==> config.mk <==
export PLATFORM = sky130hd
export DESIGN_NAME = fir_mac_sequencer
export DESIGN_NICKNAME = d
export VERILOG_FILES = /design/src/rtl/fir_pkg.sv /design/src/rtl/fir_mac_acc.sv /design/src/rtl/fir_mac_sequencer.sv
export SDC_FILE = /design/constraint.sdc
export NUM_CORES = 1
export LEC_CHECK = 0
export ABC_AREA = 1
export BUFFER_PORTS_ARGS = -buffer_cell sky130_fd_sc_hd__clkbuf_2
export CORE_ASPECT_RATIO = 2
export CORE_MARGIN = 2
export CORE_UTILIZATION = 62
export CTS_CLUSTER_DIAMETER = 80
export CTS_CLUSTER_SIZE = 12
export DETAILED_ROUTE_END_ITERATION = 8
export HOLD_SLACK_MARGIN = 0.02
export PLACE_DENSITY = 0.83
export SYNTH_ARGS = -nofsm -noshare
export SYNTH_HDL_FRONTEND = slang
export SYNTH_SLANG_ARGS = --single-unit
==> constraint.sdc <==
create_clock -name clk -period 5.1 [get_ports clk]
set_input_delay 0 -clock clk [delete_from_list [all_inputs] [get_ports clk]]
set_output_delay 0 -clock clk [all_outputs]
set_load 0.05 [all_outputs]
==> src/rtl/fir_pkg.sv <==
// -----------------------------------------------------------------------------
// fir_pkg
// Shared definitions for the time-multiplexed single-MAC FIR sequencer:
// datapath widths and the sequencer state encoding.
// -----------------------------------------------------------------------------
package fir_pkg;

    // Sample, coefficient and accumulator widths.
    localparam int FIR_DW   = 16;
    localparam int FIR_CW   = 16;
    localparam int FIR_ACCW = 32;

    // Sequencer states. INIT zeroes the sample RAM, IDLE is the only state
    // that accepts work, WRITE stores the new sample, RUN walks the taps,
    // DRAIN absorbs the last RAM read latency, HOLD presents the result.
    typedef enum logic [2:0] {
        INIT  = 3'd0,
        IDLE  = 3'd1,
        WRITE = 3'd2,
        RUN   = 3'd3,
        DRAIN = 3'd4,
        HOLD  = 3'd5
    } fir_state_t;

    // Circular tap address: newest sample sits at wptr, tap k reads k
    // samples back. The subtraction wraps naturally at the address width.
    function automatic logic [7:0] fir_tap_addr(input logic [7:0] wptr,
                                                input logic [7:0] k);
        fir_tap_addr = wptr - k;
    endfunction

endpackage

==> src/rtl/fir_mac_acc.sv <==
// -----------------------------------------------------------------------------
// fir_mac_acc
// Signed 16x16 multiply feeding a 32-bit two's-complement wrapping
// accumulator.
//
// Ports:
//   i_clk   - clock
//   i_rst   - asynchronous active-high reset, clears the accumulator
//   i_clr   - synchronous clear (start of a filter pass)
//   i_en    - add the current product into the accumulator
//   i_smp   - signed sample operand
//   i_coef  - signed coefficient operand
//   o_acc   - accumulator value (registered)
// -----------------------------------------------------------------------------
module fir_mac_acc
    import fir_pkg::*;
(
    input  logic                       i_clk,
    input  logic                       i_rst,
    input  logic                       i_clr,
    input  logic                       i_en,
    input  logic signed [FIR_DW-1:0]   i_smp,
    input  logic signed [FIR_CW-1:0]   i_coef,
    output logic signed [FIR_ACCW-1:0] o_acc
);

    logic signed [FIR_ACCW-1:0] w_smp_ext;
    logic signed [FIR_ACCW-1:0] w_coef_ext;
    logic signed [FIR_ACCW-1:0] w_prod;
    logic signed [FIR_ACCW-1:0] r_acc;

    // Sign-extend both operands to the accumulator width; the low 32 bits of
    // the 32x32 product equal the exact signed 16x16 product.
    assign w_smp_ext  = FIR_ACCW'(i_smp);
    assign w_coef_ext = FIR_ACCW'(i_coef);
    assign w_prod     = w_smp_ext * w_coef_ext;

    // Accumulator register: clear has priority, addition wraps modulo 2^32.
    always_ff @(posedge i_clk or posedge i_rst) begin
        if (i_rst) begin
            r_acc <= 32'sd0;
        end else if (i_clr) begin
            r_acc <= 32'sd0;
        end else if (i_en) begin
            r_acc <= r_acc + w_prod;
        end else begin
            r_acc <= r_acc;
        end
    end

    assign o_acc = r_acc;

endmodule

==> src/rtl/fir_mac_sequencer.sv <==
// -----------------------------------------------------------------------------
// fir_mac_sequencer
// Sequencer for a single-MAC FIR: accepts a sample, writes it into an external
// circular sample RAM, walks all taps against an external coefficient RAM and
// presents the 32-bit accumulated result. Coefficient writes are only granted
// in IDLE so they never disturb a pass.
//
// Ports:
//   clk, reset                     - clock, asynchronous active-high reset
//   in_valid/in_ready/in_data      - sample input handshake
//   out_valid/out_ready/out_data   - filter result handshake
//   cfg_we/cfg_ready/cfg_addr/data - coefficient write request
//   smp_we/smp_addr/smp_wdata/rdata- single-port sample RAM (1-cycle read)
//   coef_raddr/coef_rdata          - coefficient RAM read port (1-cycle read)
//   coef_we/coef_waddr/coef_wdata  - coefficient RAM write port
// -----------------------------------------------------------------------------
module fir_mac_sequencer
    import fir_pkg::*;
#(
    parameter int NTAPS = 8,
    parameter int AW    = 3
) (
    input  logic                       clk,
    input  logic                       reset,
    input  logic                       in_valid,
    output logic                       in_ready,
    input  logic signed [FIR_DW-1:0]   in_data,
    output logic                       out_valid,
    input  logic                       out_ready,
    output logic signed [FIR_ACCW-1:0] out_data,
    input  logic                       cfg_we,
    output logic                       cfg_ready,
    input  logic [AW-1:0]              cfg_addr,
    input  logic [FIR_CW-1:0]          cfg_data,
    output logic                       smp_we,
    output logic [AW-1:0]              smp_addr,
    output logic [FIR_DW-1:0]          smp_wdata,
    input  logic [FIR_DW-1:0]          smp_rdata,
    output logic [AW-1:0]              coef_raddr,
    input  logic [FIR_CW-1:0]          coef_rdata,
    output logic                       coef_we,
    output logic [AW-1:0]              coef_waddr,
    output logic [FIR_CW-1:0]          coef_wdata
);

    localparam logic [AW-1:0] LAST_K = AW'(NTAPS - 1);

    fir_state_t                 r_state;
    fir_state_t                 w_state_nxt;
    logic [AW-1:0]              r_k;
    logic [AW-1:0]              w_k_nxt;
    logic [AW-1:0]              r_wptr;
    logic [FIR_DW-1:0]          r_sample;
    logic                       r_mac_en;
    logic                       r_out_valid;
    logic                       w_idle;
    logic                       w_accept;
    logic                       w_out_hs;
    logic                       w_last_k;
    logic                       w_mac_clr;
    logic                       w_smp_we;
    logic [AW-1:0]              w_smp_addr;
    logic [FIR_DW-1:0]          w_smp_wdata;
    logic [AW-1:0]              w_coef_raddr;
    logic [AW-1:0]              w_tap_addr;
    logic [7:0]                 w_tap_addr8;
    logic signed [FIR_ACCW-1:0] w_acc;

    assign w_idle    = (r_state == IDLE);
    assign w_last_k  = (r_k == LAST_K);
    // Config wins over a sample in the same cycle, so the sample waits.
    assign w_accept  = w_idle & in_valid & ~cfg_we;
    assign w_out_hs  = (r_state == HOLD) & out_ready;
    assign w_mac_clr = (r_state == WRITE);

    assign w_tap_addr8 = fir_tap_addr(8'(r_wptr), 8'(r_k));
    assign w_tap_addr  = w_tap_addr8[AW-1:0];

    // Next-state and tap/init counter logic.
    always_comb begin
        w_state_nxt = r_state;
        w_k_nxt     = r_k;
        case (r_state)
            INIT: begin
                if (w_last_k) begin
                    w_state_nxt = IDLE;
                    w_k_nxt     = {AW{1'b0}};
                end else begin
                    w_state_nxt = INIT;
                    w_k_nxt     = r_k + AW'(1);
                end
            end
            IDLE: begin
                if (w_accept) begin
                    w_state_nxt = WRITE;
                end else begin
                    w_state_nxt = IDLE;
                end
                w_k_nxt = {AW{1'b0}};
            end
            WRITE: begin
                w_state_nxt = RUN;
                w_k_nxt     = {AW{1'b0}};
            end
            RUN: begin
                if (w_last_k) begin
                    w_state_nxt = DRAIN;
                    w_k_nxt     = {AW{1'b0}};
                end else begin
                    w_state_nxt = RUN;
                    w_k_nxt     = r_k + AW'(1);
                end
            end
            DRAIN: begin
                w_state_nxt = HOLD;
                w_k_nxt     = {AW{1'b0}};
            end
            HOLD: begin
                if (out_ready) begin
                    w_state_nxt = IDLE;
                end else begin
                    w_state_nxt = HOLD;
                end
                w_k_nxt = {AW{1'b0}};
            end
            default: begin
                w_state_nxt = INIT;
                w_k_nxt     = {AW{1'b0}};
            end
        endcase
    end

    // State, counter, write pointer and sample latch registers.
    always_ff @(posedge clk or posedge reset) begin
        if (reset) begin
            r_state     <= INIT;
            r_k         <= {AW{1'b0}};
            r_wptr      <= {AW{1'b0}};
            r_sample    <= {FIR_DW{1'b0}};
            r_mac_en    <= 1'b0;
            r_out_valid <= 1'b0;
        end else begin
            r_state     <= w_state_nxt;
            r_k         <= w_k_nxt;
            // The slot advances only once the result has been consumed.
            r_wptr      <= w_out_hs ? (r_wptr + AW'(1)) : r_wptr;
            r_sample    <= w_accept ? in_data : r_sample;
            // A tap issued in RUN returns its RAM data one cycle later.
            r_mac_en    <= (r_state == RUN);
            r_out_valid <= (w_state_nxt == HOLD);
        end
    end

    // RAM address/control generation.
    always_comb begin
        w_smp_we     = 1'b0;
        w_smp_addr   = r_wptr;
        w_smp_wdata  = {FIR_DW{1'b0}};
        w_coef_raddr = {AW{1'b0}};
        case (r_state)
            INIT: begin
                // Gated so the RAM sees no write while reset is held.
                w_smp_we   = ~reset;
                w_smp_addr = r_k;
            end
            WRITE: begin
                w_smp_we    = 1'b1;
                w_smp_addr  = r_wptr;
                w_smp_wdata = r_sample;
            end
            RUN: begin
                w_smp_addr   = w_tap_addr;
                w_coef_raddr = r_k;
            end
            IDLE, DRAIN, HOLD: begin
                w_smp_we = 1'b0;
            end
            default: begin
                w_smp_we = 1'b0;
            end
        endcase
    end

    fir_mac_acc u_mac (
        .i_clk  (clk),
        .i_rst  (reset),
        .i_clr  (w_mac_clr),
        .i_en   (r_mac_en),
        .i_smp  (smp_rdata),
        .i_coef (coef_rdata),
        .o_acc  (w_acc)
    );

    assign in_ready   = w_idle & ~cfg_we;
    assign cfg_ready  = w_idle;
    assign coef_we    = cfg_we & w_idle;
    assign coef_waddr = cfg_addr;
    assign coef_wdata = cfg_data;

    assign smp_we     = w_smp_we;
    assign smp_addr   = w_smp_addr;
    assign smp_wdata  = w_smp_wdata;
    assign coef_raddr = w_coef_raddr;

    assign out_valid  = r_out_valid;
    assign out_data   = w_acc;

endmodule

==> key figures <==
CTS
  – Clock Path Buffers: 2
  – CTS tree: done
  – CTS buffer count: 9
  – Reg clk slew, reported paths: 0.05 ns
  – Clk_lat worst skew: 0.34 ns
  – CTS Sinks: 59
  – H-tree depth: 3
  – Root Buffer: clkbuf_16

Finish
  – Area of the multi-input gates: 10670 µm²
  – Number of antenna diodes: 0
  – Layout cells sized above 1: 0.1673
  – Final nets: 2500
  – Layout fillers: 1604
  – Commonest non-fill, non-tap cell in the layout: inv_1
  – Most frequent cells in the layout: inv_1 (536), nand2_1 (430), fa_1 (289)
  – Area grow syn2layout: 16.68%
  – Non-filler cells, final: 2318
  – Register area: 1476 µm²

Global routing
  – Initial antenna violation count: 0
  – First-pass GRT wire length: 64.32 mm
  – Tot GR Track Use: 0.3301
  – Largest net degree at the start of global routing: 60
  – Vias in the first global route: 13.99k
  – Total grt overflow: 0

Run
  – Max Cap Viol: 0

Logic synthesis
  – Synth top area share: 0.4072
  – Synth area leader: fa_1
  – Mapped Area: 14410 µm²
  – Sequential area share after synthesis: 0.1025
  – Post-synth EDFFs: 0
  – #FFs+latches synth: 59
  – Syn nets: 2298
  – Synthesized instance count: 1831
  – Syn_area_per_cell: 7.868 µm²
  – Syn. warnings: 0
  – Ranking of synthesized cells by area: fa_1 (41%), inv_1 (14%), nand2_1 (11%)
  – Top_reg_cell synth: dfrtp_1
  – Asr flop ratio synth: 1.000
  – Synth cell types: 46

Placed design
  – HPWL after detailed placement: 32.75 mm
  – Routability cong.: 0.9346
  – PortBufs: 111
  – Dpl ws: -0.5161 ns
  – Dpl cells: 2263

Worst hold path
  – Hold Crit Class: in2reg

Timing
  – Setup ws final: 0.09937 ns
  – Worst-Margin Slew: 0.7612 ns
  – Final period util: 0.9805
  – Max-slew violations: 0
  – Setup Skew: 0.006094 ns
  – Min Tclk post-route: 5.001 ns
  – Unrepaired setup endpoints after global routing: yes
  – Setup-failing EPs final: 0
  – Fmax: 200.0 MHz
  – Final hold violations: 0
  – Worst rel slew slack: 0.4925

Setup path
  – Critical Path Source Type: input port
  – CP Capture Type: flop
  – Crit path DAT: 5.23 ns
  – Worst-path fanout max: 8
  – Worst Path Required: 5.32 ns
  – CP Class: in2reg

Floorplanning
  – Io pins: 150
  – Core Region: 22740 µm²
  – DIE WIDTH: 111.8 µm
  – Die area: 24540 µm²
  – Die Y: 219.6 µm
  – Core Rows: 78
  – Starting Density: 0.6335

Routing
  – Final wirelength: 38.92 mm
  – Vias: 12.33k
  – Post-route DRC violation count: 0
  – Vias per cell: 5.320
  – Initial DRC count: 739
  – Drt wl/cell: 16.79 µm
  – Final ANT Viol Nets: 0
  – Pre-antenna DRT Iters: 6

Status
  – Status: completed
[final timing paths]
check / start / to / slack (ns) / cells past startpoint
setup / recovery: smp_rdata[15] / u_mac.o_acc[31] / 0.1 / 28
hold / removal: in_valid / r_state[1] / 0.28 / 3
setup reg to reg: u_mac.o_acc[15] / u_mac.o_acc[22] / 0.24 / 21
hold reg to reg: r_sample[13] / r_sample[13] / 0.52 / 2
max in group asynchronous: reset / r_k[0] / 4.15 / 4
min in group asynchronous: reset / u_mac.o_acc[6] / 0.46 / 4
[repair_timing]
action / in CTS / in global routing
endpoints found under the hold margin: 96 / 0
resized for setup: 11 / 60
pin swaps: 4 / 14
endpoints found under the setup margin: 3 / 18
setup buffers: 0 / 2
hold buffers: 37 / 0
[worst max-delay path, stage by stage]
cell and delay, ns:
clkbuf_4 0.18, buf_4 0.19, nand2_1 0.08, inv_2 0.07, fa_2 0.60, inv_1 0.08, fa_1 0.49, inv_1 0.06
fa_1 0.50, inv_1 0.05, fa_1 0.50, inv_1 0.07, fa_1 0.49, inv_1 0.05, fa_1 0.50, inv_1 0.08
ha_4 0.29, nand2_2 0.11, nor2_4 0.15, nand3_1 0.13, nor3_1 0.15, nand2_1 0.09, inv_1 0.07, nor2_1 0.05
inv_1 0.05, nand2_1 0.05, nand3_1 0.06, nand2_1 0.05
[area by class of cell]
class                   instances  area share
inverters                     547      0.1227
flip-flops and latches         59     0.08783
clock buffers                  12     0.01526
repair buffers                278      0.1172
clock inverters                 4    0.001489
well taps                     280     0.02084
multi-input cells            1138      0.6347
[through the flow]
stage	TNS, ns	util	hold WS, ns	area (µm²)
2_1_floorplan	0	-	0.06255	14410
3_3_place_gp	-2.440	0.6989	0.0003409	15890
3_5_place_dp	-3.971	0.6989	0.0003409	15890
4_1_cts	0	0.7293	0.2580	16580
5_1_grt	-0.2360	0.7392	0.3386	16810
6_report	0	0.7392	0.2823	16810
[cell usage after synthesis (7+ instances only)]
cell	number
inv_1	541
nand2_1	437
fa_1	293
ha_1	102
nor2_1	98
dfrtp_1	59
clkbuf_1	56
a21oi_1	52
nand3_1	36
o21ai_0	22
buf_4	20
o21ai_1	11
nand2_2	9
nand4_1	9
nor3_1	8
o21bai_1	8
xnor2_1	8
buf_2	7
[flip-flops by register name, summed over array words and instances, names as in the netlist]
name	count
r_sample	16
u_mac.o_acc	32
r_wptr	3
r_mac_en	1
out_valid	1
r_k	3
r_state	3
[logic make-up (layout without fill, tap and decap cells)]
| kind of cell | count (synthesis) | count (layout) | synth area share |
|---|---|---|---|
| AOI/OAI and AO/OA | 112 | 112 | 0.04447 |
| xor gates and xnor gates | 12 | 12 | 0.007295 |
| adders and majority gates | 395 | 395 | 0.4957 |
| buffers and inverters | 634 | 841 | 0.1731 |
| DFF | 59 | 59 | 0.1025 |
| muxes | 1 | 1 | 0.0007816 |
| and+or+nand+nor | 618 | 618 | 0.1761 |
[metal layers]
layer | vias to the layer above | GRT usage | routed length, µm
met1 | 6045 | 0.3398 | 12530
met4 | 0 | 0.2016 | 2798
li1 | 5593 | - | -
met5 | - | 0 | 0
met2 | 510 | 0.6364 | 21890
met3 | 183 | 0.02833 | 1699
Power is left out: the tool's default activity adds up to more than one toggle a clock period on the data nets, which glitch-free logic cannot reach.
